[config.mk]
export PLATFORM = sky130hd
export DESIGN_NAME = instr_encoder_loader
export DESIGN_NICKNAME = d
export VERILOG_FILES = /design/src/rtl/instr_encoder_loader.sv
export SDC_FILE = /design/constraint.sdc
export NUM_CORES = 1
export LEC_CHECK = 0
export BUFFER_PORTS_ARGS = -buffer_cell sky130_fd_sc_hd__buf_2
export CAP_MARGIN = 20
export CORE_MARGIN = 2
export CORE_UTILIZATION = 50
export CTS_CLUSTER_DIAMETER = 200
export DETAILED_ROUTE_END_ITERATION = 7
export GPL_ROUTABILITY_DRIVEN = 0
export PLACE_DENSITY_LB_ADDON = 0.25
export SYNTH_ARGS = -nofsm -noshare
export SYNTH_HDL_FRONTEND = slang
export SYNTH_SLANG_ARGS = --single-unit
[constraint.sdc]
create_clock -name clk -period 3.2 [get_ports clk]
set_input_delay 0.16 -clock clk [delete_from_list [all_inputs] [get_ports clk]]
set_output_delay 0.16 -clock clk [all_outputs]
set_load 0.05 [all_outputs]
[src/rtl/instr_encoder_loader.sv]
// instr_encoder_loader
// Accepts symbolic RV32I instruction descriptors over a valid/ready stream,
// assembles each one into a 32-bit machine word and writes the words into
// instruction memory at consecutive word addresses starting at BASE_ADDR.
// Illegal opcodes, out-of-range or misaligned immediates, and memory overflow
// abort the session with an error code.
module instr_encoder_loader #(
    parameter int          ADDR_WIDTH = 8,
    parameter int unsigned BASE_ADDR  = 32'd0
) (
    input  logic                  clk,
    input  logic                  rst,
    input  logic                  start,
    input  logic                  in_valid,
    output logic                  in_ready,
    input  logic [3:0]            op,
    input  logic [4:0]            rd,
    input  logic [4:0]            rs1,
    input  logic [4:0]            rs2,
    input  logic [31:0]           imm,
    input  logic                  last,
    output logic                  mem_we,
    output logic [ADDR_WIDTH+1:0] mem_addr,
    output logic [31:0]           mem_wdata,
    output logic [ADDR_WIDTH:0]   word_count,
    output logic                  done,
    output logic                  err,
    output logic [1:0]            err_code
);

    // Descriptor op classes
    localparam logic [3:0] OP_ADD  = 4'd0;
    localparam logic [3:0] OP_SUB  = 4'd1;
    localparam logic [3:0] OP_AND  = 4'd2;
    localparam logic [3:0] OP_OR   = 4'd3;
    localparam logic [3:0] OP_ADDI = 4'd4;
    localparam logic [3:0] OP_LW   = 4'd5;
    localparam logic [3:0] OP_SW   = 4'd6;
    localparam logic [3:0] OP_BEQ  = 4'd7;
    localparam logic [3:0] OP_BNE  = 4'd8;

    // RV32I major opcodes
    localparam logic [6:0] OPC_R    = 7'b0110011;
    localparam logic [6:0] OPC_IMM  = 7'b0010011;
    localparam logic [6:0] OPC_LOAD = 7'b0000011;
    localparam logic [6:0] OPC_STOR = 7'b0100011;
    localparam logic [6:0] OPC_BRCH = 7'b1100011;

    // Error codes
    localparam logic [1:0] ERR_NONE  = 2'b00;
    localparam logic [1:0] ERR_OP    = 2'b01;
    localparam logic [1:0] ERR_RANGE = 2'b10;
    localparam logic [1:0] ERR_FULL  = 2'b11;

    // Memory depth expressed in word_count's width, and the base byte address
    localparam logic [ADDR_WIDTH:0]   DEPTH_L = {1'b1, {ADDR_WIDTH{1'b0}}};
    localparam logic [ADDR_WIDTH+1:0] BASE_L  = BASE_ADDR[ADDR_WIDTH+1:0];

    typedef enum logic [2:0] {
        S_IDLE   = 3'd0,
        S_ACCEPT = 3'd1,
        S_WRITE  = 3'd2,
        S_DONE   = 3'd3,
        S_ERROR  = 3'd4
    } state_t;

    state_t                state_r;
    logic                  last_r;
    logic [31:0]           enc_word_s;
    logic [1:0]            enc_code_s;
    logic [ADDR_WIDTH:0]   count_inc_s;
    logic [ADDR_WIDTH+1:0] slot_addr_s;

    // A value fits a signed 12-bit field when bits [31:11] are a pure sign extension
    function automatic logic fits_simm12(input logic [31:0] v);
        return (v[31:11] == {21{v[11]}});
    endfunction

    // A branch offset fits the signed 13-bit field and must be halfword aligned
    function automatic logic fits_branch(input logic [31:0] v);
        return (v[31:12] == {20{v[12]}}) && (v[0] == 1'b0);
    endfunction

    // R-type assembly
    function automatic logic [31:0] enc_r(input logic [6:0] f7, input logic [2:0] f3,
                                          input logic [4:0] d, input logic [4:0] s1,
                                          input logic [4:0] s2);
        return {f7, s2, s1, f3, d, OPC_R};
    endfunction

    // I-type assembly
    function automatic logic [31:0] enc_i(input logic [6:0] opc, input logic [2:0] f3,
                                          input logic [4:0] d, input logic [4:0] s1,
                                          input logic [31:0] v);
        return {v[11:0], s1, f3, d, opc};
    endfunction

    // S-type assembly
    function automatic logic [31:0] enc_s(input logic [4:0] s1, input logic [4:0] s2,
                                          input logic [31:0] v);
        return {v[11:5], s2, s1, 3'b010, v[4:0], OPC_STOR};
    endfunction

    // B-type assembly
    function automatic logic [31:0] enc_b(input logic [2:0] f3, input logic [4:0] s1,
                                          input logic [4:0] s2, input logic [31:0] v);
        return {v[12], v[10:5], s2, s1, f3, v[4:1], v[11], OPC_BRCH};
    endfunction

    assign count_inc_s = word_count + {{ADDR_WIDTH{1'b0}}, 1'b1};
    assign slot_addr_s = BASE_L + {word_count[ADDR_WIDTH-1:0], 2'b00};

    // Encode the presented descriptor and classify it; illegal op overrides range errors
    always_comb begin
        enc_word_s = 32'd0;
        enc_code_s = ERR_NONE;
        case (op)
            OP_ADD: enc_word_s = enc_r(7'b0000000, 3'b000, rd, rs1, rs2);
            OP_SUB: enc_word_s = enc_r(7'b0100000, 3'b000, rd, rs1, rs2);
            OP_AND: enc_word_s = enc_r(7'b0000000, 3'b111, rd, rs1, rs2);
            OP_OR:  enc_word_s = enc_r(7'b0000000, 3'b110, rd, rs1, rs2);
            OP_ADDI: begin
                enc_word_s = enc_i(OPC_IMM, 3'b000, rd, rs1, imm);
                if (fits_simm12(imm)) enc_code_s = ERR_NONE;
                else                  enc_code_s = ERR_RANGE;
            end
            OP_LW: begin
                enc_word_s = enc_i(OPC_LOAD, 3'b010, rd, rs1, imm);
                if (fits_simm12(imm)) enc_code_s = ERR_NONE;
                else                  enc_code_s = ERR_RANGE;
            end
            OP_SW: begin
                enc_word_s = enc_s(rs1, rs2, imm);
                if (fits_simm12(imm)) enc_code_s = ERR_NONE;
                else                  enc_code_s = ERR_RANGE;
            end
            OP_BEQ: begin
                enc_word_s = enc_b(3'b000, rs1, rs2, imm);
                if (fits_branch(imm)) enc_code_s = ERR_NONE;
                else                  enc_code_s = ERR_RANGE;
            end
            OP_BNE: begin
                enc_word_s = enc_b(3'b001, rs1, rs2, imm);
                if (fits_branch(imm)) enc_code_s = ERR_NONE;
                else                  enc_code_s = ERR_RANGE;
            end
            default: begin
                enc_word_s = 32'd0;
                enc_code_s = ERR_OP;
            end
        endcase
    end

    // Session FSM; every output is a register updated on state transitions
    always_ff @(posedge clk) begin
        if (rst) begin
            state_r    <= S_IDLE;
            last_r     <= 1'b0;
            in_ready   <= 1'b0;
            mem_we     <= 1'b0;
            mem_addr   <= '0;
            mem_wdata  <= 32'd0;
            word_count <= '0;
            done       <= 1'b0;
            err        <= 1'b0;
            err_code   <= ERR_NONE;
        end else begin
            case (state_r)
                S_IDLE, S_DONE, S_ERROR: begin
                    if (start) begin
                        state_r    <= S_ACCEPT;
                        in_ready   <= 1'b1;
                        word_count <= '0;
                        done       <= 1'b0;
                        err        <= 1'b0;
                        err_code   <= ERR_NONE;
                    end
                end
                S_ACCEPT: begin
                    if (in_valid && in_ready) begin
                        in_ready <= 1'b0;
                        if (enc_code_s != ERR_NONE) begin
                            state_r  <= S_ERROR;
                            err      <= 1'b1;
                            err_code <= enc_code_s;
                        end else begin
                            state_r   <= S_WRITE;
                            mem_we    <= 1'b1;
                            mem_wdata <= enc_word_s;
                            mem_addr  <= slot_addr_s;
                            last_r    <= last;
                        end
                    end
                end
                S_WRITE: begin
                    mem_we     <= 1'b0;
                    word_count <= count_inc_s;
                    if (last_r) begin
                        state_r <= S_DONE;
                        done    <= 1'b1;
                    end else if (count_inc_s == DEPTH_L) begin
                        state_r  <= S_ERROR;
                        err      <= 1'b1;
                        err_code <= ERR_FULL;
                    end else begin
                        state_r  <= S_ACCEPT;
                        in_ready <= 1'b1;
                    end
                end
                default: begin
                    state_r  <= S_IDLE;
                    in_ready <= 1'b0;
                    mem_we   <= 1'b0;
                end
            endcase
        end
    end

endmodule
==> out/metrics.cfg, run 1 <==
[status]
status=finished clean

[setup_path]
rrSetupSlack_ns=0.53
path_buf_inv=0
start_kind=flip-flop
max_stage_delay_ns=0.49
crit_slowest_cell=dfxtp_1
crit_family=simple AND/OR/NAND/NOR gates
path_max_fanout=9
crit_path_cell_trace=ha_1 -> and3_1 -> xor2_1 -> a31oi_1 -> or3b_2 -> o311ai_0 -> mux2i_1 -> nor2_1
crit_required_ns=3.35
setup.worst_path.class=reg -> reg
arrival_ns=2.82
crit_path_end_kind=flip-flop

[cells_and_area]
areaGrowthSynthToFinish_pct=19.24
diodes=0
stdcell_count=547
fin_area_um2=3684
fill_cells=557
final_nets=529
layout_commonest_cell=buf_2
layout-drive-gt1-share_pct=27.54
final_cell_mix=108 x buf_2, 61 x nor2_1, 56 x dfxtp_1

[place]
place_area_um2=3590
placed_cells=539
portBuffers=108
dp_hpwl_um=5531
pre_cts_ws_ns=0.5373

[sta]
rsz0062_at_grt=no
clock_skew_ns=0.003859
slew_headroom_pct=33.20
slew_viol_final=0
worst_pin_slew_ns=1.002
hold_viol_final=0
fin_crit_ns=2.665
tns_ns=0
worst_slack_ns=0.5349
layout_worst_path_cycle_share_pct=83.29
fmax_mhz=375.2
setup_viol=0

[die]
dieHeight_um=82.60
dieArea_um2=6823
core_um2=5956
die_w_um=82.60
start_util_pct=51.87
num_io_pins=113
row_count=28

[drt]
first_iter_violations=189
wl_um=7647
drc=0
ant_nets=0
post_drt_via_cell_ratio=5.640
vias=3085
wl_per_cell_um=13.98
drt_pass1_iterations=4

[synthesis]
ys_warn_count=0
yosysUniqueCellTypes=58
synth_cells=383
synth_edf_count=0
ys_seq_elements=56
avgSynthCellArea_um2=8.066
yosysSeqAreaShare_pct=36.29
synthArstFlopShare_pct=0
synthSimpleGateAreaFrac_pct=25.07
yosys-mux-area-fraction_pct=6.521
ys.flop_type=dfxtp_1
synth_xor_area_share_pct=1.134
post_synth_instance_area_um2=3089
synth_top_family_by_area=simple AND/OR/NAND/NOR gates
synth-adder-area-share_pct=0.8100
synth_compound_area_share_pct=23.01

[clocking]
cts_hold_buf=0
cts_made_buffers=5
clock_path_buffers=2
cts_tree=built
cts_resized=0
clk-insertion-delay-late_ns=0.30
post_cts_buffers=0
clk_pin_slew_ns=0.09
clockRootBuffer=clkbuf_8
clock-sinks=56
htreeDepth=2

[global_route]
grt_pass1_wl_um=12310
grt_pass1_vias=2720
antenna_found_initial=0
grt_max_degree=56
track_usage_pct=22.63
grt_overflow=0

[hold_path]
hold_class=in -> reg

[pwr]
p_per_area_nw_per_um2=469.4
p_leak_nw=1.510
irDropWorstVdd_uv=335.7

[job]
drv_cap=0

## Yosys cell counts, drive strengths merged (3+ instances only)
cell,instances,share of area [%]
nor2b,13,2.6
buf,15,3.9
nand3b,9,2.2
a21oi,33,5.5
a31oi,14,2.8
and3,5,1.0
nand2,11,1.3
a31o,3,0.85
nand4,3,0.61
nor3b,4,0.97
o22ai,5,1.0
dfxtp,56,36
a221oi,3,0.85
nand2b,3,0.61
inv,6,0.73
nor2,61,7.4
nand3,8,1.3
nor3,16,2.6
nor4,4,1.3
clkbuf,20,2.4
or3,5,1.0
a22oi,6,1.5
xor2,4,1.1
o21ai,20,3.2
a211oi,8,1.9
mux2i,19,6.2
## worst register-to-register path, stage by stage, from the launching register on
cell	delay, ns
dfxtp_1	0.49
ha_1	0.28
and3_1	0.29
xor2_1	0.17
a31oi_1	0.10
or3b_2	0.49
o311ai_0	0.40
mux2i_1	0.25
nor2_1	0.05
## worst paths after layout
kind,start,end,cells past startpoint
worst min register to register,err_code[1]$_SDFFE_PP0P_,err_code[1]$_SDFFE_PP0P_,2
worst min-delay path,rs1[2],mem_wdata[17]$_SDFFE_PP0P_,3
worst max register to register,word_count[0]$_SDFFE_PP0P_,in_ready$_SDFFE_PP0P_,8
worst max-delay path,word_count[0]$_SDFFE_PP0P_,in_ready$_SDFFE_PP0P_,8
## per-layer routing
layer,track usage (%),wire [µm],share of wire (%)
met3,4.891,515,6.7
met1,31.21,3598,47
met5,0,0,0
met4,5.246,67,0.88
met2,36.21,3466,45
## where the power goes
group	internal [mW]	switching [mW]	total (mW)
clock	0.176	0.215	0.392
combinational	0.178	0.372	0.549
sequential	0.739	0.0488	0.788
## kinds of logic after synthesis
group | after synthesis
AO/OA/AOI/OAI | 109
multiplexers | 20
flip-flops | 56
XOR/XNOR | 4
AND/OR/NAND/NOR | 150
adder cells (fa/ha/maj) | 2
buffers and inverters | 41
other | 1
## layout make-up
| cell class | count | area [µm²] | share of cell area, % |
|---|---|---|---|
| clock buffer | 7 | 86.33 | 2.344 |
| clock inverter | 1 | 7.507 | 0.2038 |
| inverter | 6 | 22.52 | 0.6114 |
| multi-input combinational | 289 | 1762 | 47.83 |
| sequential | 56 | 1121 | 30.43 |
| tap | 75 | 93.84 | 2.548 |
| timing repair buffer | 113 | 590.6 | 16.03 |
## registers in the layout, indices dropped and copies added, names as in the netlist
name,count
mem_wdata,29
mem_addr,8
state_r,3
last_r,1
mem_we,1
err,1
err_code,2
word_count,9
in_ready,1
done,1
## per-stage QoR
step / util [%] / hold WS [ns] / power (mW)
global route: 61.85 / 0.09773 / 1.835
finish: 61.85 / 0.09467 / 1.729
floorplan: - / 0.3072 / 1.211
detailed placement: 60.27 / 0.4064 / 1.351
CTS: 61.85 / 0.09297 / 1.739
global placement: 60.27 / 0.3927 / 1.339
Power figures use the tool's default switching activity.
==> run 2, diff against run 1 <==
Settings changed: CORE_UTILIZATION 50 to 45.
Clock period 3.2 ns to 2.25 ns, I/O delays scaled along.
==> out/metrics.cfg, run 2 (synthesized netlist as in run 1, its figures left out) <==
[setup_path]
arrival_ns=2.36
crit_start=word_count[0]$_SDFFE_PP0P_
r2r_start=word_count[0]$_SDFFE_PP0P_
crit_path_cell_trace=ha_4 -> and3_1 -> xor2_1 -> a31oi_1 -> or4b_2 -> nor3_1 -> o21ai_0 -> a21oi_1
max_stage_delay_ns=0.67
crit_required_ns=2.48
path_max_fanout=5
crit_path_end_kind=flip-flop
crit_slowest_cell=or4b_2
setup.worst_path.class=reg -> reg
start_kind=flip-flop

[clocking]
clockRootBuffer=clkbuf_8
cts_tree=built
cts_hold_buf=0
clock_path_buffers=2
cts_made_buffers=5
clock-sinks=56
clk-insertion-delay-late_ns=0.30
htreeDepth=2
clk_pin_slew_ns=0.10

[cells_and_area]
areaGrowthSynthToFinish_pct=26.97
top_register=mem_wdata
diodes=0
final_cell_mix=108 x buf_2, 61 x nor2_1, 49 x dfxtp_1
layout_commonest_cell=buf_2
reg.largest.list=mem_wdata: 29 flops, word_count: 9 flops, mem_addr: 8 flops
layout-drive-gt1-share_pct=33.33
final_nets=546
fin_area_um2=3923
largest_reg_flops=29

[drt]
vias=3138
ant_nets=0
first_iter_violations=136
drc=0
wl_um=7985
wl_per_cell_um=14.03
post_drt_via_cell_ratio=5.515
drt_pass1_iterations=4

[pwr]
switching_share_pct=34.65
pwr-share-clk_pct=26.5
p_per_area_nw_per_um2=683.6
p_int_mw=1.753
combPwrFrac_pct=32.6
seqPwrFrac_pct=40.9
switchingPower_uw=929.1
irDropWorstVdd_uv=348.9
p_leak_nw=1.629

[sta]
slew_viol_final=0
fin_crit_ns=2.131
layout_worst_path_cycle_share_pct=94.71
slew_headroom_pct=61.09
setup_viol=0
rsz0062_at_grt=no
tns_ns=0
worst_pin_slew_ns=0.5815
hold_viol_final=0
fmax_mhz=469.3
clock_skew_ns=0.008938

[die]
row_count=30
num_io_pins=113
core_um2=6719
dieArea_um2=7544
dieHeight_um=86.86
die_w_um=86.86
start_util_pct=45.98

[status]
status=finished clean

[global_route]
met2_usage_pct=34.98
antenna_found_initial=0
grt_max_degree=33
gr-usage-met1_pct=28.09
busiest_layer=met2
met3_usage_pct=4.929
grt_overflow=0
grt_pass1_wl_um=13230
grt_pass1_vias=2920
track_usage_pct=21.29

[hold_path]
hold_start=rs1[2]
hold_class=in -> reg

[place]
portBuffers=108
dp_hpwl_um=5953
place_area_um2=3790

[job]
drv_cap=0

run 2: path summary, 6_finish.rpt:
check	end	slack, ns	cells after the start
setup / recovery	state_r[2]$_SDFFE_PP0P_	0.12	8
hold / removal	mem_wdata[17]$_SDFFE_PP0P_	0.05	3
setup reg to reg	state_r[2]$_SDFFE_PP0P_	0.12	8
hold reg to reg	err_code[1]$_SDFFE_PP0P_	0.46	2
run 2: final cells by class:
| type | instances | area (µm²) |
|---|---|---|
| inverters | 6 | 22.52 |
| well taps | 80 | 100.1 |
| multi-input cells | 289 | 1818 |
| repair buffers | 130 | 718.2 |
| clock buffers | 7 | 96.34 |
| flip-flops and latches | 56 | 1137 |
| fillers | 619 | 2796 |
| clock inverters | 1 | 30.03 |
run 2: power by group through the flow:
stage | Sequential [mW] | Clock [mW] | Combinational (mW)
6_report | 1.10 | 0.711 | 0.873
5_1_grt | 1.11 | 0.763 | 0.957
4_1_cts | 1.10 | 0.729 | 0.870
3_5_place_dp | 1.12 | 0 | 0.866
3_3_place_gp | 1.12 | 0 | 0.857
2_1_floorplan | 1.27 | 0 | 0.471
run 2: per-stage QoR:
stage / cells / hold slack [ns] / setup slack (ns) / utilization, % / power [mW]
4_1_cts: 569 / 0.04841 / 0.07914 / 58.29 / 2.697
5_1_grt: 569 / 0.06270 / 0.004915 / 58.38 / 2.830
2_1_floorplan: 386 / 0.2597 / 0.007980 / - / 1.742
6_report: 569 / 0.05291 / 0.1190 / 58.38 / 2.682
3_5_place_dp: 561 / 0.3743 / -0.08341 / 56.41 / 1.987
3_3_place_gp: 561 / 0.3453 / -0.02202 / 56.41 / 1.975
run 2: critical path: cells and delay by family (launching register included):
kind,cells,cell delay (ns)
XOR/XNOR,1,0.14
flip-flops,1,0.36
AND/OR/NAND/NOR,3,1.04
AO/OA/AOI/OAI,3,0.37
adder cells (fa/ha/maj),1,0.16
run 2: layer usage:
layer  share of wire (%)  wire (µm)
met3                 7.1        568
met4                 1.1         88
met1                  46       3677
met2                  46       3649
met5                   0          0
run 2: what timing repair did:
item / in CTS / in global routing
endpoints found under the setup margin: 0 / 1
gates resized for setup: 0 / 1
buffers inserted: 0 / 0
==> run 3, diff against run 2 <==
Settings changed: CORE_UTILIZATION 45 to 30.
==> out/metrics.cfg, run 3 (synthesized netlist as in run 1, its figures left out) <==
[die]
dieArea_um2=11130
core_um2=10140
dieHeight_um=105.5
row_count=37
start_util_pct=30.47
num_io_pins=113
die_w_um=105.5

[drt]
ant_nets=0
first_iter_violations=168
post_drt_via_cell_ratio=5.032
wl_per_cell_um=14.21
wl_um=8883
drt_pass1_iterations=4
drc=0
vias=3145

[place]
dp_hpwl_um=6534
placed_cells=617
portBuffers=108
pre_cts_ws_ns=-0.1246

[sta]
setup_viol=0
worst_pin_slew_ns=0.7686
layout_worst_path_cycle_share_pct=94.64
worst_slack_ns=0.1206
hold_viol_final=0
slew_viol_final=0
rsz0062_at_grt=no
slew_headroom_pct=48.76
fin_crit_ns=2.129
clock_skew_ns=0.01229
fmax_mhz=469.6

[global_route]
track_usage_pct=15.54
grt_pass1_wl_um=14270
grt_overflow=0
grt_max_degree=39
grt_pass1_vias=2863
antenna_found_initial=0

[clocking]
clock_path_buffers=2
clk-insertion-delay-late_ns=0.31
post_cts_buffers=0
clockRootBuffer=clkbuf_8
cts_made_buffers=5
clk_pin_slew_ns=0.11
cts_tree=built
htreeDepth=2
clock-sinks=56

[setup_path]
crit_slowest_cell=or4b_2
max_stage_delay_ns=0.67
start_kind=flip-flop
rrSetupSlack_ns=0.12
crit_path_end_kind=flip-flop
setup.worst_path.class=reg -> reg
path_max_fanout=2
crit_path_cell_trace=ha_4 -> and3_4 -> xor2_1 -> a31oi_1 -> or4b_2 -> nor3_1 -> o21ai_0 -> a21oi_1
crit_family=simple AND/OR/NAND/NOR gates
path_buf_inv=0
arrival_ns=2.38
crit_required_ns=2.50

[pwr]
switchingPower_uw=990.7
switching_share_pct=38.23
irDropWorstVdd_uv=284.8
pwr-share-clk_pct=22.8
combPwrFrac_pct=34.8
p_per_area_nw_per_um2=648.9
p_leak_nw=1.615
p_int_mw=1.601
seqPwrFrac_pct=42.5

[cells_and_area]
largest_reg_flops=29
layout_commonest_cell=buf_2
stdcell_count=625
top_register=mem_wdata
areaGrowthSynthToFinish_pct=29.28
diodes=0
final_nets=546
reg.largest.list=mem_wdata: 29 flops, word_count: 9 flops, mem_addr: 8 flops
layout-drive-gt1-share_pct=34.36
final_cell_mix=108 x buf_2, 60 x nor2_1, 49 x dfxtp_1
fill_cells=1064

[job]
drv_cap=0

[hold_path]
hold_class=in -> reg

[status]
status=finished clean

## run 3: worst paths after layout
path | startpoint | cells past startpoint | to
worst min register to register | err_code[1]$_SDFFE_PP0P_ | 2 | err_code[1]$_SDFFE_PP0P_
worst max-delay path | word_count[1]$_SDFFE_PP0P_ | 8 | state_r[2]$_SDFFE_PP0P_
worst max register to register | word_count[1]$_SDFFE_PP0P_ | 8 | state_r[2]$_SDFFE_PP0P_
worst min-delay path | rs1[2] | 3 | mem_wdata[17]$_SDFFE_PP0P_
## run 3: metal layers
metal | share of wire (%) | global-route usage [%] | wire length [µm]
met2 | 48 | 25.85 | 4239
met5 | 0 | 0 | 0
met1 | 45 | 20.31 | 4024
met4 | 1.4 | 4.190 | 128
met3 | 5.5 | 3.340 | 491
## run 3: what timing repair did
action	CTS	global route
hold buffers	0	0
endpoints found under the setup margin	0	3
gates resized for setup	0	7
## run 3: through the flow
stage / power (mW) / area, µm² / hold WS, ns / util, % / TNS, ns
floorplan: 1.742 / 3176 / 0.2597 / - / 0
global placement: 2.003 / 3860 / 0.3463 / 38.07 / -0.8242
detailed placement: 2.008 / 3860 / 0.3568 / 38.07 / -2.304
CTS: 2.608 / 3955 / 0.02485 / 39.01 / 0
global route: 2.753 / 3994 / 0.03305 / 39.39 / 0
finish: 2.592 / 3994 / 0.03899 / 39.39 / 0
## run 3: area by class of cell
type | instances | area [µm²] | share of cell area [%]
Multi-Input combinational cell | 289 | 1851 | 46.33
Clock buffer | 5 | 68.82 | 1.723
Timing Repair Buffer | 130 | 718.2 | 17.98
Tap cell | 136 | 170.2 | 4.261
Clock inverter | 3 | 26.28 | 0.6579
Sequential cell | 56 | 1137 | 28.48
Inverter | 6 | 22.52 | 0.5639
## run 3: worst min-delay path, delay by kind of cell
family	cells	cell delay, ns
AND/OR/NAND/NOR	1	0.07
buffers and inverters	1	0.07
multiplexers	1	0.05
## run 3: power groups by stage
stage | logic (mW) | registers, mW | clock network, mW
after floorplan | 0.471 | 1.27 | 0
after global placement | 0.883 | 1.12 | 0
after detailed placement | 0.887 | 1.12 | 0
after CTS | 0.890 | 1.10 | 0.620
after global routing | 0.986 | 1.11 | 0.656
final | 0.901 | 1.10 | 0.590
